--- src/rtl/router_fifo_if.sv ---
// -----------------------------------------------------------------------------
// router_fifo_if
// Write/read handshake bundle between the synchronizer, one router_fifo
// instance and that port's consumer.
//   write_enb  : this port's bit of the synchronizer's one-hot write enable
//   lfd_state  : data_in carries a header byte (same cycle as write_enb)
//   data_in    : byte to store
//   read_enb   : read request from the port's consumer
//   data_out   : registered read data
//   full/empty : occupancy status, decoded from the registered pointers
//   pkt_busy   : a packet has started draining and has not finished
// Modports: master = synchronizer/consumer side, slave = the FIFO itself.
// -----------------------------------------------------------------------------
interface router_fifo_if #(
  parameter int WIDTH = 8
);
  logic             write_enb;
  logic             lfd_state;
  logic [WIDTH-1:0] data_in;
  logic             read_enb;
  logic [WIDTH-1:0] data_out;
  logic             full;
  logic             empty;
  logic             pkt_busy;

  modport master (
    output write_enb, lfd_state, data_in, read_enb,
    input  data_out, full, empty, pkt_busy
  );

  modport slave (
    input  write_enb, lfd_state, data_in, read_enb,
    output data_out, full, empty, pkt_busy
  );
endinterface

--- src/rtl/router_fifo.sv ---
// -----------------------------------------------------------------------------
// router_fifo
// Per-port output buffer of the 1x3 router. Stores packet bytes tagged with a
// header flag, reports full/empty to the synchronizer and tracks how many
// bytes of the current packet remain to be read (pkt_busy).
// Ports:
//   clk        : single clock, all state updates on the rising edge
//   resetn     : synchronous reset, ACTIVE-HIGH despite its legacy name
//   soft_reset : synchronous per-port flush from the synchronizer
//   bus        : router_fifo_if.slave (write/read handshake and status)
// Parameters: DEPTH (power of two, >= 4), WIDTH (>= 8; header length in [7:2]).
// -----------------------------------------------------------------------------
module router_fifo #(
  parameter int DEPTH = 16,
  parameter int WIDTH = 8
) (
  input  logic          clk,
  input  logic          resetn,
  input  logic          soft_reset,
  router_fifo_if.slave  bus
);

  localparam int AW = $clog2(DEPTH);
  localparam logic [AW:0] PTR_ONE = {{AW{1'b0}}, 1'b1};

  // Each entry is {header_flag, byte}.
  logic [WIDTH:0]   mem [DEPTH];
  logic [AW:0]      wr_ptr;
  logic [AW:0]      rd_ptr;
  logic [6:0]       pkt_cnt;
  logic [WIDTH-1:0] data_out_q;

  logic             full_w;
  logic             empty_w;
  logic             wr_ok;
  logic             rd_ok;
  logic             flush;
  logic [WIDTH:0]   rd_entry;

  // The extra MSB on each pointer distinguishes "same slot, same lap" (empty)
  // from "same slot, one lap apart" (full), so the decode survives any number
  // of wraps.
  assign empty_w = (wr_ptr == rd_ptr);
  assign full_w  = (wr_ptr[AW-1:0] == rd_ptr[AW-1:0]) && (wr_ptr[AW] != rd_ptr[AW]);

  assign flush   = resetn || soft_reset;
  // A write while full is dropped even when a read frees a slot this cycle.
  assign wr_ok   = bus.write_enb && !full_w;
  assign rd_ok   = bus.read_enb && !empty_w;

  assign rd_entry = mem[rd_ptr[AW-1:0]];

  assign bus.full     = full_w;
  assign bus.empty    = empty_w;
  assign bus.pkt_busy = (pkt_cnt != 7'd0);
  assign bus.data_out = data_out_q;

  // NOTE: storage is deliberately left out of reset; the pointers define what
  // is valid, and a reset-free array maps onto plain RAM.
  always_ff @(posedge clk) begin
    if (wr_ok && !flush) begin
      mem[wr_ptr[AW-1:0]] <= {bus.lfd_state, bus.data_in};
    end
  end

  // NOTE: sequential state uses non-blocking assignments so every register
  // samples pre-edge values regardless of statement order.
  always_ff @(posedge clk) begin
    if (flush) begin
      wr_ptr     <= '0;
      rd_ptr     <= '0;
      pkt_cnt    <= '0;
      data_out_q <= '0;
    end else begin
      if (wr_ok) begin
        wr_ptr <= wr_ptr + PTR_ONE;
      end

      if (rd_ok) begin
        rd_ptr     <= rd_ptr + PTR_ONE;
        data_out_q <= rd_entry[WIDTH-1:0];
        if (rd_entry[WIDTH]) begin
          // Header: payload length plus the trailing parity byte. Reloads
          // unconditionally so a truncated previous packet cannot stick.
          pkt_cnt <= {1'b0, rd_entry[7:2]} + 7'd1;
        end else if (pkt_cnt != 7'd0) begin
          pkt_cnt <= pkt_cnt - 7'd1;
        end
      end else if (pkt_cnt == 7'd0) begin
        // Idle between packets: present a clean zero on the output.
        data_out_q <= '0;
      end
    end
  end

endmodule

--- src/flat_wrapper.sv ---
// flat-port wrapper written by rule: the top's interface ports become plain ports
module router_fifo_flat 
#(
  parameter int DEPTH = 16,
  parameter int WIDTH = 8
)
  (clk, resetn, soft_reset, bus_write_enb, bus_lfd_state, bus_data_in, bus_read_enb, bus_data_out, bus_full, bus_empty, bus_pkt_busy);
  router_fifo_if #(.WIDTH(WIDTH)) bus_i ();
  input  logic clk;
  input  logic resetn;
  input  logic soft_reset;
  input wire logic [$bits(bus_i.write_enb)-1:0] bus_write_enb;
  input wire logic [$bits(bus_i.lfd_state)-1:0] bus_lfd_state;
  input wire logic [$bits(bus_i.data_in)-1:0] bus_data_in;
  input wire logic [$bits(bus_i.read_enb)-1:0] bus_read_enb;
  output wire logic [$bits(bus_i.data_out)-1:0] bus_data_out;
  output wire logic [$bits(bus_i.full)-1:0] bus_full;
  output wire logic [$bits(bus_i.empty)-1:0] bus_empty;
  output wire logic [$bits(bus_i.pkt_busy)-1:0] bus_pkt_busy;
  assign bus_i.write_enb = bus_write_enb;
  assign bus_i.lfd_state = bus_lfd_state;
  assign bus_i.data_in = bus_data_in;
  assign bus_i.read_enb = bus_read_enb;
  assign bus_data_out = bus_i.data_out;
  assign bus_full = bus_i.full;
  assign bus_empty = bus_i.empty;
  assign bus_pkt_busy = bus_i.pkt_busy;
  router_fifo #(.DEPTH(DEPTH), .WIDTH(WIDTH)) u_core (.clk(clk), .resetn(resetn), .soft_reset(soft_reset), .bus(bus_i));
endmodule
--- config.mk ---
export PLATFORM = sky130hd
export DESIGN_NAME = router_fifo_flat
export DESIGN_NICKNAME = d
export VERILOG_FILES = /design/src/rtl/router_fifo_if.sv /design/src/rtl/router_fifo.sv /design/src/flat_wrapper.sv
export SDC_FILE = /design/constraint.sdc
export NUM_CORES = 1
export LEC_CHECK = 0
export ABC_AREA = 0
export CAP_MARGIN = 0
export CORE_AREA = 4 4 159 191
export DETAILED_ROUTE_END_ITERATION = 8
export DIE_AREA = 0 0 163 195
export HOLD_SLACK_MARGIN = 0.03
export PLACE_DENSITY = 0.36
export SLEW_MARGIN = 10
export SYNTH_ARGS = -nofsm -noshare
export SYNTH_HDL_FRONTEND = slang
export SYNTH_SLANG_ARGS = --single-unit
--- constraint.sdc ---
create_clock -name clk -period 2.7 [get_ports clk]
set_clock_uncertainty 0.2 [all_clocks]
set_input_delay 0.54 -clock clk [delete_from_list [all_inputs] [get_ports clk]]
set_output_delay 0.54 -clock clk [all_outputs]
set_load 0.05 [all_outputs]
==> metrics.log <==
[metrics] Yosys top cell area share: 0.615
[metrics] first-pass GRT wire length: 25600 um
[metrics] WL/cell: roughly 20 um
[metrics] I/O Pins: 25
[metrics] clock insertion delay at the later pin of the skew report: about 0.42 ns
[metrics] number of fillers in the final layout: between 2000 and 3000
[metrics] share of synthesized area occupied by flip-flops and latches: 0.698
[metrics] cell family with most CP delay: simple AND/OR/NAND/NOR gates
[metrics] Critical Path Fanout Max: 13
[metrics] min cycle time layout: between 2 and 3 ns
[metrics] Post-Syn Nets: roughly 440
[metrics] ratio of routed vias to standard cells: between 4 and 5
[metrics] final cycle utilization of the critical path: 0.954
[metrics] number of DRC markers in iteration 0: around 230
[metrics] Async S/R FF share, synth: 0
[metrics] number of sinks driven by the clock tree: roughly 170
[metrics] gp weighted congestion: roughly 0.73
[metrics] WS Path Type: register to primary output
[metrics] area of combinational cells with multiple inputs: ~0.002 mm2
[metrics] H-Tree Level Count: 4
[metrics] number of antenna diodes: 0
[metrics] grt ovf: 0
[metrics] die boundary width: 163 um
[metrics] internal power: between 0.004 and 0.005 W
[metrics] setup slack of the worst register-to-register path: 0.14 ns
[metrics] list of most frequent post-synthesis cells: 144 x edfxtp_1, 31 x mux4_2, 31 x nor2_1
[metrics] number of enable-type register cells in the synthesized netlist: between 100 and 150
[metrics] biggest area contributors in the synthesized netlist: edfxtp_1 62%, mux4_2 9.9%, dfxtp_1 8.3%
[metrics] relative max-transition margin: 0.592
[metrics] maximum capacitance violations: 0
[metrics] post-synthesis cell type with the largest combined area: edfxtp_1
[metrics] Setup Total Neg Slack: 0 ns
[metrics] final hold slack: 0.264 ns
[metrics] vertical die dimension: 195 um
[metrics] combined buffer and inverter count along the critical path: 2
[metrics] Startpoint Class: register
[metrics] number of pins exceeding their max-slew limit in the final report: 0
[metrics] Worst Slack Setup Final: ~0.12 ns
[metrics] total count of hold-check failures in the final report: 0
[metrics] hold-fix buffer count after cts: 0
[metrics] count of port buffers added during placement: 24
[metrics] post-layout util: 0.301
[metrics] proportion of power drawn by the clock network: 0.429
[metrics] placeable core area: ~0.029 mm2
[metrics] peak ir drop on the vdd network: 0.428 mV
[metrics] cell chosen for the clock root: clkbuf_16
[metrics] Gate Count Post-Synth: approximately 410
[metrics] number of setup violations in the final report: 0
[metrics] worst-path cell with the longest stage delay: nor4_2
[metrics] Cell Area, Synth: roughly 0.007 mm2
[metrics] Post-DP HPWL: ~12000 um
[metrics] starting density of the core: 0.246
[metrics] transition time at the pin with the least slew margin: between 0.6 and 0.7 ns
[metrics] sequential cell area: between 0.004 and 0.005 mm2
[metrics] row count: slightly below 70
[metrics] GRT Overall Usage: 0.110
[metrics] Warnings, synthesis: 0
[metrics] area added between synthesis and finish: 22.3%
[metrics] unrepaired setup endpoints after global routing: false
[metrics] total number of vias: between 3000 and 4000
[metrics] nature of the critical path endpoint: primary output
[metrics] most common flop cell mapped by yosys: edfxtp_1
[metrics] number of remaining DRC errors: 0
[metrics] number of global-route vias before repair: ~3800
[metrics] leading cell type by number of instances after synthesis: edfxtp_1
[metrics] leakage power of the design: roughly 2.7 nW
[metrics] Routed WL: 17300 um
[metrics] worst hold-check path type: register to register
[metrics] result of the run: complete, no violations
[metrics] TritonCTS clock tree: built
[metrics] Final Net Count: 499
[metrics] fraction of power spent switching nets: 0.208
[metrics] maximum buffer depth of the clock tree: 2
[metrics] register clock-pin slew on the reported worst setup and hold paths: roughly 0.060 ns
[metrics] TritonCTS Buffers: 17
[metrics] top achievable clock speed: 0.388 GHz
[metrics] switching power of the nets: 0.00113 W
[metrics] Cell Chain, Critical Path: nor4_2 > and3_1 > inv_2 > buf_4
[metrics] register bit total from synthesis: ~170
[metrics] fraction of final layout cells with drive strength greater than 1: 0.248
[metrics] endpoint arrival time on the critical path: 1.84 ns
[metrics] number of library cell types mapped by synthesis: 50
[metrics] Antenna Violating Nets Remaining: 0
[metrics] critical path's largest stage delay: roughly 0.37 ns
[metrics] Avg Cell Area, Syn: 17.0 um2
[metrics] pin count of the biggest net entering global routing: 26
[metrics] combinational fraction of design power: 0.039
[metrics] part of the power in registers: 0.532
[metrics] floorplan die area: between 0.03 and 0.04 mm2
[metrics] CP required: around 2 ns
[metrics] ratio of total power to cell area: between 600 and 700 mW/mm2
[metrics] count of TritonRoute iterations in the first routing pass: 4
[metrics] post-placement setup slack: 0.0379 ns
[metrics] initial antenna violation count: 0
-- worst reg2reg max path: cells and delay by family, from the launching register on --
| kind | cells | cell delay [ns] |
|---|---|---|
| xor gates and xnor gates | 1 | 0.17 |
| buffers and inverters | 2 | 0.37 |
| adders and majority gates | 1 | 0.24 |
| muxes | 1 | 0.51 |
| and+or+nand+nor | 1 | 0.12 |
| DFF | 1 | 0.39 |
| AOI/OAI and AO/OA | 3 | 0.44 |
-- layout by cell type, fill, tap and decap left out, types with 3 or more instances in the layout --
cell type        synthesis  routed
edfxtp_1               144     144
buf_4                    1      39
nor2_1                  31      31
mux4_2                  31      31
dfxtp_1                 29      27
nand2_1                 24      23
clkdlybuf4s50_1          0      21
clkbuf_16                0      18
nand3_1                 17      16
a21oi_1                 15      15
a22oi_1                 12      12
xor2_1                   8       8
ha_1                     8       8
xnor2_1                  7       7
mux4_1                   7       7
inv_1                    6       6
nand4_1                  5       5
buf_12                   1       5
nand2b_1                 4       4
nor3_2                   0       4
o21ai_0                  4       4
or4_1                    3       3
clkinv_2                 0       3
-- sequential cells by signal (all words and copies together), names as in the netlist, named ones only --
register             count
u_core.wr_ptr            5
u_core.rd_ptr            5
u_core.bus.data_out      8
u_core.mem             144
u_core.pkt_cnt           7
-- power by group through the flow --
stage,Clock (W),Sequential [W],Combinational [W]
after floorplan,0,0.00296,0.000109
after global placement,0,0.00296,0.000212
after detailed placement,0,0.00296,0.000213
after CTS,0.00241,0.00290,0.000214
after global routing,0.00253,0.00290,0.000234
final,0.00234,0.00290,0.000213
-- cells by family after synthesis --
logic type      after synthesis  share of synthesized area
fa+ha+maj                     8                     0.0142
flops                       173                      0.698
xor+xnor                     15                     0.0187
buf+inv                      29                     0.0226
compound gates               50                     0.0529
simple gates                100                     0.0669
mux                          39                      0.127
-- final timing paths --
| check | startpoint | end | cells after the start |
|---|---|---|---|
| setup / recovery | u_core.pkt_cnt[2] | bus_pkt_busy | 4 |
| hold / removal | u_core.bus.data_out[3] | u_core.bus.data_out[3] | 2 |
| setup reg to reg | register | u_core.pkt_cnt[2] | 9 |
| hold reg to reg | u_core.bus.data_out[3] | u_core.bus.data_out[3] | 2 |
-- per-layer routing --
metal,GRT usage,wire [um],vias up
met3,0.0249,446,17
met2,0.180,8630,73
met1,0.146,7930,2037
li1,-,-,1757
met4,0.0354,249,0
met5,0,0,-
-- layout make-up --
type	count	share of cell area
flip-flops and latches	173	0.571
repair buffers	66	0.0731
multi-input cells	212	0.233
clock inverters	12	0.0146
well taps	385	0.0560
clock buffers	17	0.0495
inverters	7	0.00306
-- stage by stage --
stage	power [W]	cell area [um2]	instances
finish	0.00545	8600	872
CTS	0.00553	8550	870
global route	0.00567	8600	872
detailed placement	0.00317	8000	841
global placement	0.00317	8000	841
floorplan	0.00307	7030	414
-- timing repair --
| action | CTS | global route |
|---|---|---|
| resized for setup | 0 | 4 |
| hold endpoints to repair | 0 | 0 |
| endpoints found under the setup margin | 0 | 5 |
| buffers inserted | 0 | 1 |
Power figures use the tool's default switching activity.
